==> src/rtl/edabk_uart_pkg.sv <==
// Shared UART definitions for the transmitter and receiver controllers.
//   tx_state_e      : frame sequencer states
//   calc_tick_div   : bclk cycles per oversample tick, rounded to nearest
//   calc_baud_width : width of the tick counter for a given tick divider
package edabk_uart_pkg;

    typedef enum logic [2:0] {IDLE, START, DATA, PARITY, STOP} tx_state_e;

    function automatic int calc_tick_div(int clk_freq, int clk_div, int baudrate);
        longint num;
        longint den;
        num = longint'(clk_freq) * 64'sd2;
        den = longint'(clk_div) * longint'(baudrate);
        // (2*f/d + 1)/2 rounds to nearest without floating point
        return int'((num / den + 64'sd1) / 64'sd2);
    endfunction

    function automatic int calc_baud_width(int tick_div);
        return $clog2(tick_div) + 1;
    endfunction

endpackage

==> src/rtl/edabk_baud_tick_gen.sv <==
// Oversample tick generator: counts bclk cycles 0..TICK_DIV-1 and flags the
// wrap cycle. Shared by the TX and RX controllers.
//   bclk    in  clock
//   reset_n in  asynchronous reset, active low
//   clr     in  restart the count (frame start alignment)
//   tick    out high on the last cycle of each tick period
module edabk_baud_tick_gen #(
    parameter int TICK_DIV   = 1,
    parameter int BAUD_WIDTH = 1
) (
    input  logic bclk,
    input  logic reset_n,
    input  logic clr,
    output logic tick
);

    localparam logic [BAUD_WIDTH-1:0] LAST = BAUD_WIDTH'(TICK_DIV - 1);

    logic [BAUD_WIDTH-1:0] cnt;

    assign tick = (cnt == LAST);

    always_ff @(posedge bclk or negedge reset_n) begin
        if (!reset_n)          cnt <= '0;
        else if (clr || tick)  cnt <= '0;
        else                   cnt <= cnt + BAUD_WIDTH'(1);
    end

endmodule

==> src/rtl/edabk_transmitter_controller.sv <==
// UART TX sequencer: takes one word per valid/ready handshake and serialises
// start, data (LSB first), optional parity and stop bit(s) onto tx_o.
//   bclk, reset_n         clock, async active-low reset
//   tx_valid/tx_data      word offered by the host, tx_ready accepts it
//   parity_en, parity_odd parity control, sampled at accept
//   tx_busy               frame in progress
//   tx_done               one-cycle pulse when the frame has completed
//   tx_o                  registered serial line, idle high
`ifndef CFG_CLK_FREQ
`define CFG_CLK_FREQ 50_000_000
`endif
`ifndef CFG_CLK_DIV
`define CFG_CLK_DIV 16
`endif
`ifndef CFG_BAUDRATE
`define CFG_BAUDRATE 115200
`endif
`ifndef CFG_DATA_WIDTH
`define CFG_DATA_WIDTH 8
`endif

module edabk_transmitter_controller
    import edabk_uart_pkg::*;
#(
    parameter int CLK_FREQ   = `CFG_CLK_FREQ,
    parameter int CLK_DIV    = `CFG_CLK_DIV,
    parameter int BAUDRATE   = `CFG_BAUDRATE,
    parameter int DATA_WIDTH = `CFG_DATA_WIDTH,
    parameter int STOP_BITS  = 1,
    parameter int TICK_DIV   = calc_tick_div(CLK_FREQ, CLK_DIV, BAUDRATE),
    parameter int BAUD_WIDTH = calc_baud_width(TICK_DIV)
) (
    input  logic                  bclk,
    input  logic                  reset_n,
    input  logic                  tx_valid,
    input  logic [DATA_WIDTH-1:0] tx_data,
    output logic                  tx_ready,
    input  logic                  parity_en,
    input  logic                  parity_odd,
    output logic                  tx_busy,
    output logic                  tx_done,
    output logic                  tx_o
);

    if (TICK_DIV < 1) begin : g_bad_tick
        $error("TICK_DIV must be at least 1");
    end
    if (DATA_WIDTH < 5 || DATA_WIDTH > 9) begin : g_bad_width
        $error("DATA_WIDTH must be 5..9");
    end
    if (STOP_BITS < 1 || STOP_BITS > 2) begin : g_bad_stop
        $error("STOP_BITS must be 1 or 2");
    end

    localparam int BIT_W = $clog2(DATA_WIDTH + 1);
    localparam int OS_W  = (CLK_DIV > 1) ? $clog2(CLK_DIV) : 1;

    localparam logic [BIT_W-1:0] LAST_DATA = BIT_W'(DATA_WIDTH - 1);
    localparam logic [BIT_W-1:0] LAST_STOP = BIT_W'(STOP_BITS - 1);
    localparam logic [OS_W-1:0]  LAST_OS   = OS_W'(CLK_DIV - 1);

    tx_state_e             state;
    logic [DATA_WIDTH-1:0] shreg;
    logic                  par_en;
    logic                  par_bit;
    logic [OS_W-1:0]       os_cnt;
    logic [BIT_W-1:0]      bit_cnt;
    logic                  tick;
    logic                  accept;

    assign tx_ready = (state == IDLE);
    assign tx_busy  = (state != IDLE);
    assign accept   = tx_valid && tx_ready;

    // Restart the tick phase on accept so every bit is exactly
    // TICK_DIV*CLK_DIV cycles measured from the accept edge.
    edabk_baud_tick_gen #(
        .TICK_DIV   (TICK_DIV),
        .BAUD_WIDTH (BAUD_WIDTH)
    ) u_tick (
        .bclk    (bclk),
        .reset_n (reset_n),
        .clr     (accept),
        .tick    (tick)
    );

    // tx_o is driven with the value of the state being entered, so the line
    // changes on the same edge as the state and no output mux is needed.
    always_ff @(posedge bclk or negedge reset_n) begin
        if (!reset_n) begin
            state   <= IDLE;
            shreg   <= '0;
            par_en  <= 1'b0;
            par_bit <= 1'b0;
            os_cnt  <= '0;
            bit_cnt <= '0;
            tx_o    <= 1'b1;
            tx_done <= 1'b0;
        end else begin
            tx_done <= 1'b0;
            if (accept) begin
                state   <= START;
                shreg   <= tx_data;
                par_en  <= parity_en;
                // even: bit makes the ones count even; odd inverts it
                par_bit <= (^tx_data) ^ parity_odd;
                os_cnt  <= '0;
                bit_cnt <= '0;
                tx_o    <= 1'b0;
            end else if (tx_busy && tick) begin
                if (os_cnt != LAST_OS) begin
                    os_cnt <= os_cnt + OS_W'(1);
                end else begin
                    os_cnt <= '0;
                    case (state)
                        START: begin
                            state   <= DATA;
                            bit_cnt <= '0;
                            tx_o    <= shreg[0];
                        end
                        DATA: begin
                            if (bit_cnt == LAST_DATA) begin
                                state   <= par_en ? PARITY : STOP;
                                bit_cnt <= '0;
                                tx_o    <= par_en ? par_bit : 1'b1;
                            end else begin
                                bit_cnt <= bit_cnt + BIT_W'(1);
                                shreg   <= shreg >> 1;
                                tx_o    <= shreg[1];
                            end
                        end
                        PARITY: begin
                            state   <= STOP;
                            bit_cnt <= '0;
                            tx_o    <= 1'b1;
                        end
                        STOP: begin
                            if (bit_cnt == LAST_STOP) begin
                                state   <= IDLE;
                                bit_cnt <= '0;
                                tx_done <= 1'b1;
                            end else begin
                                bit_cnt <= bit_cnt + BIT_W'(1);
                            end
                            tx_o <= 1'b1;
                        end
                        default: begin
                            state <= IDLE;
                            tx_o  <= 1'b1;
                        end
                    endcase
                end
            end
        end
    end

endmodule
==> config.mk <==
export PLATFORM = sky130hd
export DESIGN_NAME = edabk_transmitter_controller
export DESIGN_NICKNAME = d
export VERILOG_FILES = /design/src/rtl/edabk_uart_pkg.sv /design/src/rtl/edabk_baud_tick_gen.sv /design/src/rtl/edabk_transmitter_controller.sv
export SDC_FILE = /design/constraint.sdc
export NUM_CORES = 1
export LEC_CHECK = 0
export ABC_CLOCK_PERIOD_IN_PS = 2000
export BUFFER_PORTS_ARGS = -buffer_cell sky130_fd_sc_hd__buf_2
export CORE_ASPECT_RATIO = 0.7
export CORE_MARGIN = 8
export CORE_UTILIZATION = 35
export CTS_CLUSTER_DIAMETER = 40
export DETAILED_ROUTE_END_ITERATION = 8
export PLACE_DENSITY = 0.52
export REMOVE_ABC_BUFFERS = 1
export SLEW_MARGIN = 10
export SYNTH_ARGS = -nofsm -noshare
export SYNTH_HDL_FRONTEND = slang
export SYNTH_SLANG_ARGS = --single-unit
==> constraint.sdc <==
create_clock -name bclk -period 2 [get_ports bclk]
set_clock_uncertainty 0.15 [all_clocks]
set_input_delay 0.2 -clock bclk [delete_from_list [all_inputs] [get_ports bclk]]
set_output_delay 0.2 -clock bclk [all_outputs]
set_load 0.02 [all_outputs]
# After elaboration in Yosys (flattened, before gate mapping)
# Index checks and enable logic that the tools add are counted.
# totals
input_bits,13
out_inout_bits,4
wordCells,72
register_bits,29
# op_classes
mux,33
n_eq_ne,11
add_sub_neg,3
n_reduce_logical,15
n_bitwise,1
# ops
cell,n
two-way mux 8 bit,5
two-way mux 4 bit,8
two-way mux 3 bit,6
case mux 3 bit (4 select lines),1
case mux 4 bit (3 select lines),1
two-way mux 1 bit,10
"adder 4 x 1 -> 4 bit, second input constant",2
AND reduction 4 bit,2
parity 8 bit,1
"adder 6 x 1 -> 6 bit, second input constant",1
"equality test 3 x 2 -> 1 bit, second input constant",2
"equality test 6 x 5 -> 1 bit, second input constant",1
two-way mux 6 bit,1
"inequality test 3 x 2 -> 1 bit, second input constant",2
"equality test 4 x 3 -> 1 bit, second input constant",1
logical NOT 4 bit,1
"inequality test 2 x 1 -> 1 bit, second input constant",2
"inequality test 4 bit, second input constant",1
nonzero test 2 bit,2
nonzero test 4 bit,1
"equality test 3 x 1 -> 1 bit, second input constant",1
"equality test 3 bit, second input constant",1
logical NOT 3 bit,1
AND reduction 3 bit,1
other kinds (7),8

# Longest topological paths before layout
# Gate-level depths: netlist (run 1).
# depth
ltp_word,6
ltp_mapped,7
ltp_nobuf,6

# By module
# From an unflattened synthesis (run 1), not the netlist that was laid out.
# unflattened
hier_cells,166
area_unflattened_um2,1685.4
# modules_own_cells
mod,area_each_um2,instances,seq_area_each_um2,cells_each
edabk_transmitter_controller,1402.6,1,576.8,140
edabk_baud_tick_gen,282.8,1,150.1,26

# Worst setup path after synthesis (run 1)
# OpenSTA, ideal clock, no wires.
# synth_path
kind,flip-flop to flip-flop
startpoint,reg u_tick.cnt[0]
endpoint,reg shreg[0]
path_slack_ps,-247
period_less_slack_ps,2247
required_ps,1725
setup_time_ps,125
arrival_ps,1972
path_stages_with_launch,8
path_buffers,1
path_cell_list,dfrtp_1 inv_1 ha_1 nand4b_4 or3_1 clkbuf_2 o31ai_4 mux2_2
# synth_via
elab_chain_len,4
# synth_rtl
item,line,rtl
from (decl),edabk_baud_tick_gen.sv:19,logic [BAUD_WIDTH-1:0] cnt;
from (signal assigned),edabk_baud_tick_gen.sv:26,else cnt <= cnt + BAUD_WIDTH'(1);
equality test 6 x 5 -> 1 bit,edabk_baud_tick_gen.sv:21,assign tick = (cnt == LAST);
logical AND 1 bit,edabk_transmitter_controller.sv:110,end else if (tx_busy && tick) begin
nonzero test 2 bit (no source line),--,
AND reduction 4 bit (no source line),--,
to (signal assigned),edabk_transmitter_controller.sv:103,shreg <= tx_data;
to (signal assigned),edabk_transmitter_controller.sv:128,shreg <= shreg >> 1;
to (decl),edabk_transmitter_controller.sv:63,logic [DATA_WIDTH-1:0] shreg;
# Every way passes these cells.
# A chain may end at the register's enable or synchronous reset.

# Final worst setup path (run 1)
# layout_path
startpoint,reg u_tick.cnt[0]
endpoint,reg shreg[4]
# The elaborated chain is that of the path after synthesis.

==> impl_metrics.json, run 1 <==
{
  "hold_path_class": "in -> reg",
  "std_cell_rows": 21,
  "drv_slew": 0,
  "antenna_found_initial": 0,
  "fillCellCount": 439,
  "layout-drive-gt1-share": 0.3774,
  "synthCells": 170,
  "grt_pass1_vias": 1399,
  "die-area_um2": 7393,
  "routabilityCongestion": 0.7568,
  "fin_area_um2": 2201,
  "numCtsBuffers": 5,
  "syn_to_final_growth_pct": 29.15,
  "rsz0062_at_grt": "yes",
  "cts.sinks": 29,
  "path_clk_slew_ns": 0.06,
  "yosys_warnings": 0,
  "drv_cap": 0,
  "end_kind": "flop",
  "hpwlAfterDp_mm": 2.968,
  "finalPower_mw": 1.189,
  "min_period_over_period": 1.045,
  "outcome": "complete, but fails checks",
  "syn_avg_cell_area_um2": 10.02,
  "wl_per_cell_um": 14.95,
  "htree_levels": 2,
  "diodes": 0,
  "die_h_um": 74.38,
  "synth_area_um2": 1704,
  "p_leak_nw": 1.011,
  "powerDensity_nw_per_um2": 540.5,
  "first_iter_violations": 72,
  "crit_path_start_kind": "flop",
  "dr.pass1.iters": 4,
  "track_usage": 0.1196,
  "slew_headroom": 0.5535,
  "setup_viol": 7,
  "seq_area_frac_synth": 0.4266,
  "placed_area_um2": 2002,
  "coreArea_um2": 4730,
  "hold_viol": 0,
  "fmax_mhz": 478.4,
  "die_w_um": 99.40,
  "initial_utilization": 0.3603,
  "vias": 1363,
  "grt_max_degree": 30,
  "grt_pass1_wl_mm": 6.817,
  "fin_cells": 269,
  "root_buffer": "clkbuf_8",
  "worst_pin_slew_ns": 0.6698,
  "overflow": 0,
  "synth_cell_types": 42,
  "via_per_inst": 5.067,
  "critPathKind": "reg -> reg",
  "drt_wl_total_mm": 4.021,
  "synth-edff-count": 0,
  "drc_errors": 0,
  "violations": "setup timing",
  "layout.nets": 229,
  "fin_ws_ns": -0.09013,
  "cts_tree": "yes",
  "arrival_ns": 2.11,
  "vdd_ir_drop_max_uv": 326.9,
  "io_buffers": 16,
  "antenna_left": 0,
  "period_minus_slack_ns": 2.090,
  "ys_ff_latch": 29,
  "dp.cells": 258,
  "async_flop_share": 1.000,
  "cts.path.max_buffers": 2,
  "synth_ff_type": "dfrtp_1",
  "clk_latency_ns": 0.28,
  "critPathMaxFanout": 8,
  "worstPathRequired_ns": 2.02,
  "io_pins": 17
}
## synthesized netlist by cell type, types with 4 or more instances
library cell,number,area share
a21oi_1,4,0.012
dfrtp_1,28,0.41
ha_1,5,0.037
inv_1,10,0.022
mux2_2,15,0.099
nand2_1,11,0.024
nand3_1,8,0.023
nor2_1,15,0.033
nor2b_1,5,0.018
o211ai_1,4,0.018
o21ai_0,9,0.026
xnor2_1,7,0.036
xor2_1,4,0.021
## placed cells by master (no fill, tap or decap), types with 2 or more instances in the layout
cell and instances:
a21o_1 3, a21oi_1 4, and2_1 2, and3_1 3
buf_2 16, buf_4 22, clkbuf_8 7, dfrtp_1 28
dlygate4sd3_1 2, ha_1 4, inv_1 10, mux2_2 14
nand2_1 11, nand3_1 8, nor2_1 15, nor2b_1 5
nor3_1 2, o211ai_1 4, o21ai_0 9, o41ai_2 2
or2_2 2, xnor2_1 7, xor2_1 4
## sequential cells by signal, indices dropped and copies added, names as in the netlist
name	flops
bit_cnt	4
state	3
os_cnt	4
par_bit	1
par_en	1
tx_o	1
shreg	8
tx_done	1
u_tick.cnt	6
## metrics by stage
step	setup TNS, ns	worst slack, ns	util	hold slack, ns
after CTS	-0.5897	-0.09189	0.4516	0.02832
final	-0.5638	-0.09013	0.4653	0.02794
after floorplan	-1.715	-0.2262	-	-0.2456
after global placement	-0.8269	-0.1194	0.4233	0.1150
after detailed placement	-1.089	-0.1535	0.4233	0.1310
after global routing	-1.248	-0.1867	0.4653	0.04192
## kinds of logic (layout without fill, tap and decap cells)
| family | after synthesis | after routing | synth area share |
|---|---|---|---|
| AO/OA/AOI/OAI | 32 | 32 | 0.1307 |
| flip-flops | 29 | 29 | 0.4266 |
| buffers and inverters | 17 | 59 | 0.04038 |
| adder cells (fa/ha/maj) | 5 | 5 | 0.03671 |
| XOR/XNOR | 12 | 12 | 0.06975 |
| multiplexers | 16 | 16 | 0.1050 |
| AND/OR/NAND/NOR | 59 | 59 | 0.1909 |
## cell type report
type | count | area (µm²) | share of cell area
multi-input combinational | 124 | 978.4 | 0.4446
sequential | 29 | 726.9 | 0.3303
timing repair buffer | 41 | 285.3 | 0.1296
clock buffer | 7 | 96.34 | 0.04377
inverter | 10 | 37.54 | 0.01706
tap | 57 | 71.32 | 0.03240
clock inverter | 1 | 5.005 | 0.002274
## worst paths after layout
check | from | end | slack [ns] | cells past startpoint
worst max register to register | u_tick.cnt[0] | shreg[4] | -0.09 | 7
worst min register to register | par_bit | par_bit | 0.34 | 2
min in group asynchronous | reset_n | bit_cnt[2] | 0.33 | 2
worst min-delay path | tx_data[7] | shreg[7] | 0.03 | 3
max in group asynchronous | reset_n | os_cnt[2] | 0.93 | 2
worst max-delay path | u_tick.cnt[0] | shreg[4] | -0.09 | 7
## critical path, cell delays in order (launching register included)
cell and delay [ns]:
dfrtp_1 0.38, inv_1 0.06, ha_2 0.18, nand4b_4 0.09, or3_4 0.39, o31ai_4 0.22
buf_12 0.16, mux2_2 0.33
## routing by layer
layer	GRT usage	share of wire
met1	0.1516	0.49
met5	0	0
met4	0.04841	0.012
met2	0.1840	0.46
met3	0.04019	0.036
## what timing repair did
action	in CTS	in global routing
pin swaps	1	1
hold buffers	2	0
endpoints found under the hold margin	29	0
setup buffers	0	1
endpoints found under the setup margin	8	13
resized for setup	4	9
## power by group
part           internal (mW)  switching [mW]  total, mW
Combinational         0.0330          0.0295     0.0625
Sequential             0.587               0      0.587
Clock                  0.311           0.230      0.540
(Power assumes the default switching activity.)
==> run 2: changes to the inputs <==
--- a/config.mk
+++ b/config.mk
@@ -7,7 +7,6 @@
 export LEC_CHECK = 0
 export ABC_CLOCK_PERIOD_IN_PS = 2000
 export BUFFER_PORTS_ARGS = -buffer_cell sky130_fd_sc_hd__buf_2
-export CORE_ASPECT_RATIO = 0.7
 export CORE_MARGIN = 8
 export CORE_UTILIZATION = 35
 export CTS_CLUSTER_DIAMETER = 40
==> impl_metrics.json, run 2 (synthesized netlist as in run 1, its figures left out) <==
{
  "initial_utilization": 0.3608,
  "period_minus_slack_ns": 2.085,
  "violations": "setup timing",
  "vdd_ir_drop_max_uv": 367.7,
  "outcome": "complete, but fails checks",
  "critPathKind": "reg -> reg",
  "drv_slew": 0,
  "powerDensity_nw_per_um2": 577.4,
  "dp.cells": 266,
  "end_kind": "flop",
  "hold_path_class": "in -> reg",
  "grt_max_degree": 30,
  "antenna_left": 0,
  "crit_path_start_kind": "flop",
  "hpwlAfterDp_mm": 2.840,
  "die-area_um2": 7357,
  "layout-drive-gt1-share": 0.3679,
  "cts.sinks": 29,
  "vias": 1340,
  "path_clk_slew_ns": 0.07,
  "grt_pass1_wl_mm": 6.644,
  "placed_area_um2": 1987,
  "dp_slack_ns": -0.1598,
  "via_per_inst": 4.803,
  "io_pins": 17,
  "reg2reg_depth": 7,
  "arrival_ns": 2.11,
  "p_leak_nw": 1.025,
  "root_buffer": "clkbuf_8",
  "setup_viol": 7,
  "diodes": 0,
  "drt_wl_total_mm": 3.828,
  "drc_errors": 0,
  "hold_viol": 0,
  "syn_to_final_growth_pct": 30.69,
  "cts.path.max_buffers": 2,
  "routabilityCongestion": 0.8278,
  "setup-tns-final_ns": -0.5815,
  "die_h_um": 85.78,
  "largest_register_ffs": 8,
  "dr.pass1.iters": 4,
  "crit_family": "simple AND/OR/NAND/NOR gates",
  "min_period_over_period": 1.043,
  "drv_cap": 0,
  "critical-path-max-stage-delay_ns": 0.41,
  "wl_per_cell_um": 13.72,
  "clk_latency_ns": 0.28,
  "std_cell_rows": 25,
  "overflow": 0,
  "layout.nets": 229,
  "antenna_found_initial": 0,
  "finalPower_mw": 1.286,
  "io_buffers": 16,
  "path_cells": "inv_2 -> ha_4 -> nand4b_4 -> or3_4 -> o31ai_4 -> buf_6 -> mux2_4",
  "htree_levels": 2,
  "track_usage": 0.1136,
  "fin_area_um2": 2227,
  "coreArea_um2": 4723,
  "layout_commonest_cell": "dfrtp_1",
  "grt_pass1_vias": 1437,
  "top_register": "shreg",
  "worstPathRequired_ns": 2.02,
  "largestRegisters": "shreg (8), u_tick.cnt (6)",
  "cpMaxStageDelayCell": "or3_4",
  "fmax_mhz": 479.6,
  "die_w_um": 85.78,
  "hold_depth": 3,
  "worst_pin_slew_ns": 0.6553,
  "critPathMaxFanout": 8,
  "numCtsBuffers": 5,
  "path_buf_inv": 2,
  "cts_tree": "yes",
  "cp.depth": 7,
  "fin_ws_ns": -0.08500,
  "mostFrequentLayoutCells": "28 x dfrtp_1, 21 x buf_4, 16 x buf_2, 15 x nor2_1, 11 x nand2_1",
  "first_iter_violations": 34,
  "slew_headroom": 0.5631,
  "fin_cells": 279,
  "rsz0062_at_grt": "yes"
}
==> run 2: changes by cell type in the layout (fill, tap and decap cells not counted), sizes merged <==
cell,before,now
bufinv,0,1
clkbuf,7,6
clkinv,1,0
clkinvlp,0,1
==> run 2: worst min-delay path: stages <==
cell and delay [ns]:
buf_2 0.10, nand2_1 0.05, o21ai_0 0.07
==> run 2: path summary, 6_finish.rpt <==
path | slack [ns] | to | start
setup / recovery | -0.09 | shreg[5] | u_tick.cnt[0]
min in group asynchronous | 0.33 | shreg[2] | reset_n
setup reg to reg | -0.09 | shreg[5] | u_tick.cnt[0]
max in group asynchronous | 0.95 | bit_cnt[1] | reset_n
hold / removal | 0.03 | shreg[7] | tx_data[7]
hold reg to reg | 0.34 | par_bit | par_bit
==> run 2: power breakdown <==
group	leakage, nW	switching, mW	internal [mW]
clock	0.0574	0.232	0.405
sequential	0.366	0	0.587
combinational	0.601	0.0294	0.0330
total	1.02	0.262	1.02
==> run 2: what timing repair did <==
action                                  CTS  global route
hold buffers                              2             0
pin swaps                                 0             6
gates resized for setup                   6            13
setup buffers                             1             3
endpoints found under the setup margin   10            13
endpoints found under the hold margin    29             0
cloned                                    0             0
==> run 2: per-layer routing <==
layer	vias to the layer above	global-route usage	share of wire
met2	14	0.1876	0.52
met1	640	0.1333	0.44
met4	0	0.05255	0.013
met3	7	0.03152	0.032
met5	-	0	0
li1	679	-	-
==> run 2: metrics by stage <==
stage,util,hold WS [ns]
final,0.4715,0.02934
after detailed placement,0.4207,0.1343
after floorplan,-,-0.2456
after global placement,0.4207,0.1174
after global routing,0.4715,0.06390
after CTS,0.4567,0.02804
==> run 2: final cells by class <==
type,count,area [µm²]
multi-input cells,124,978.4
clock buffers,6,82.58
inverters,10,37.54
fillers,449,2496
well taps,67,83.83
flip-flops and latches,29,726.9
repair buffers,41,280.3
clock inverters,2,37.54
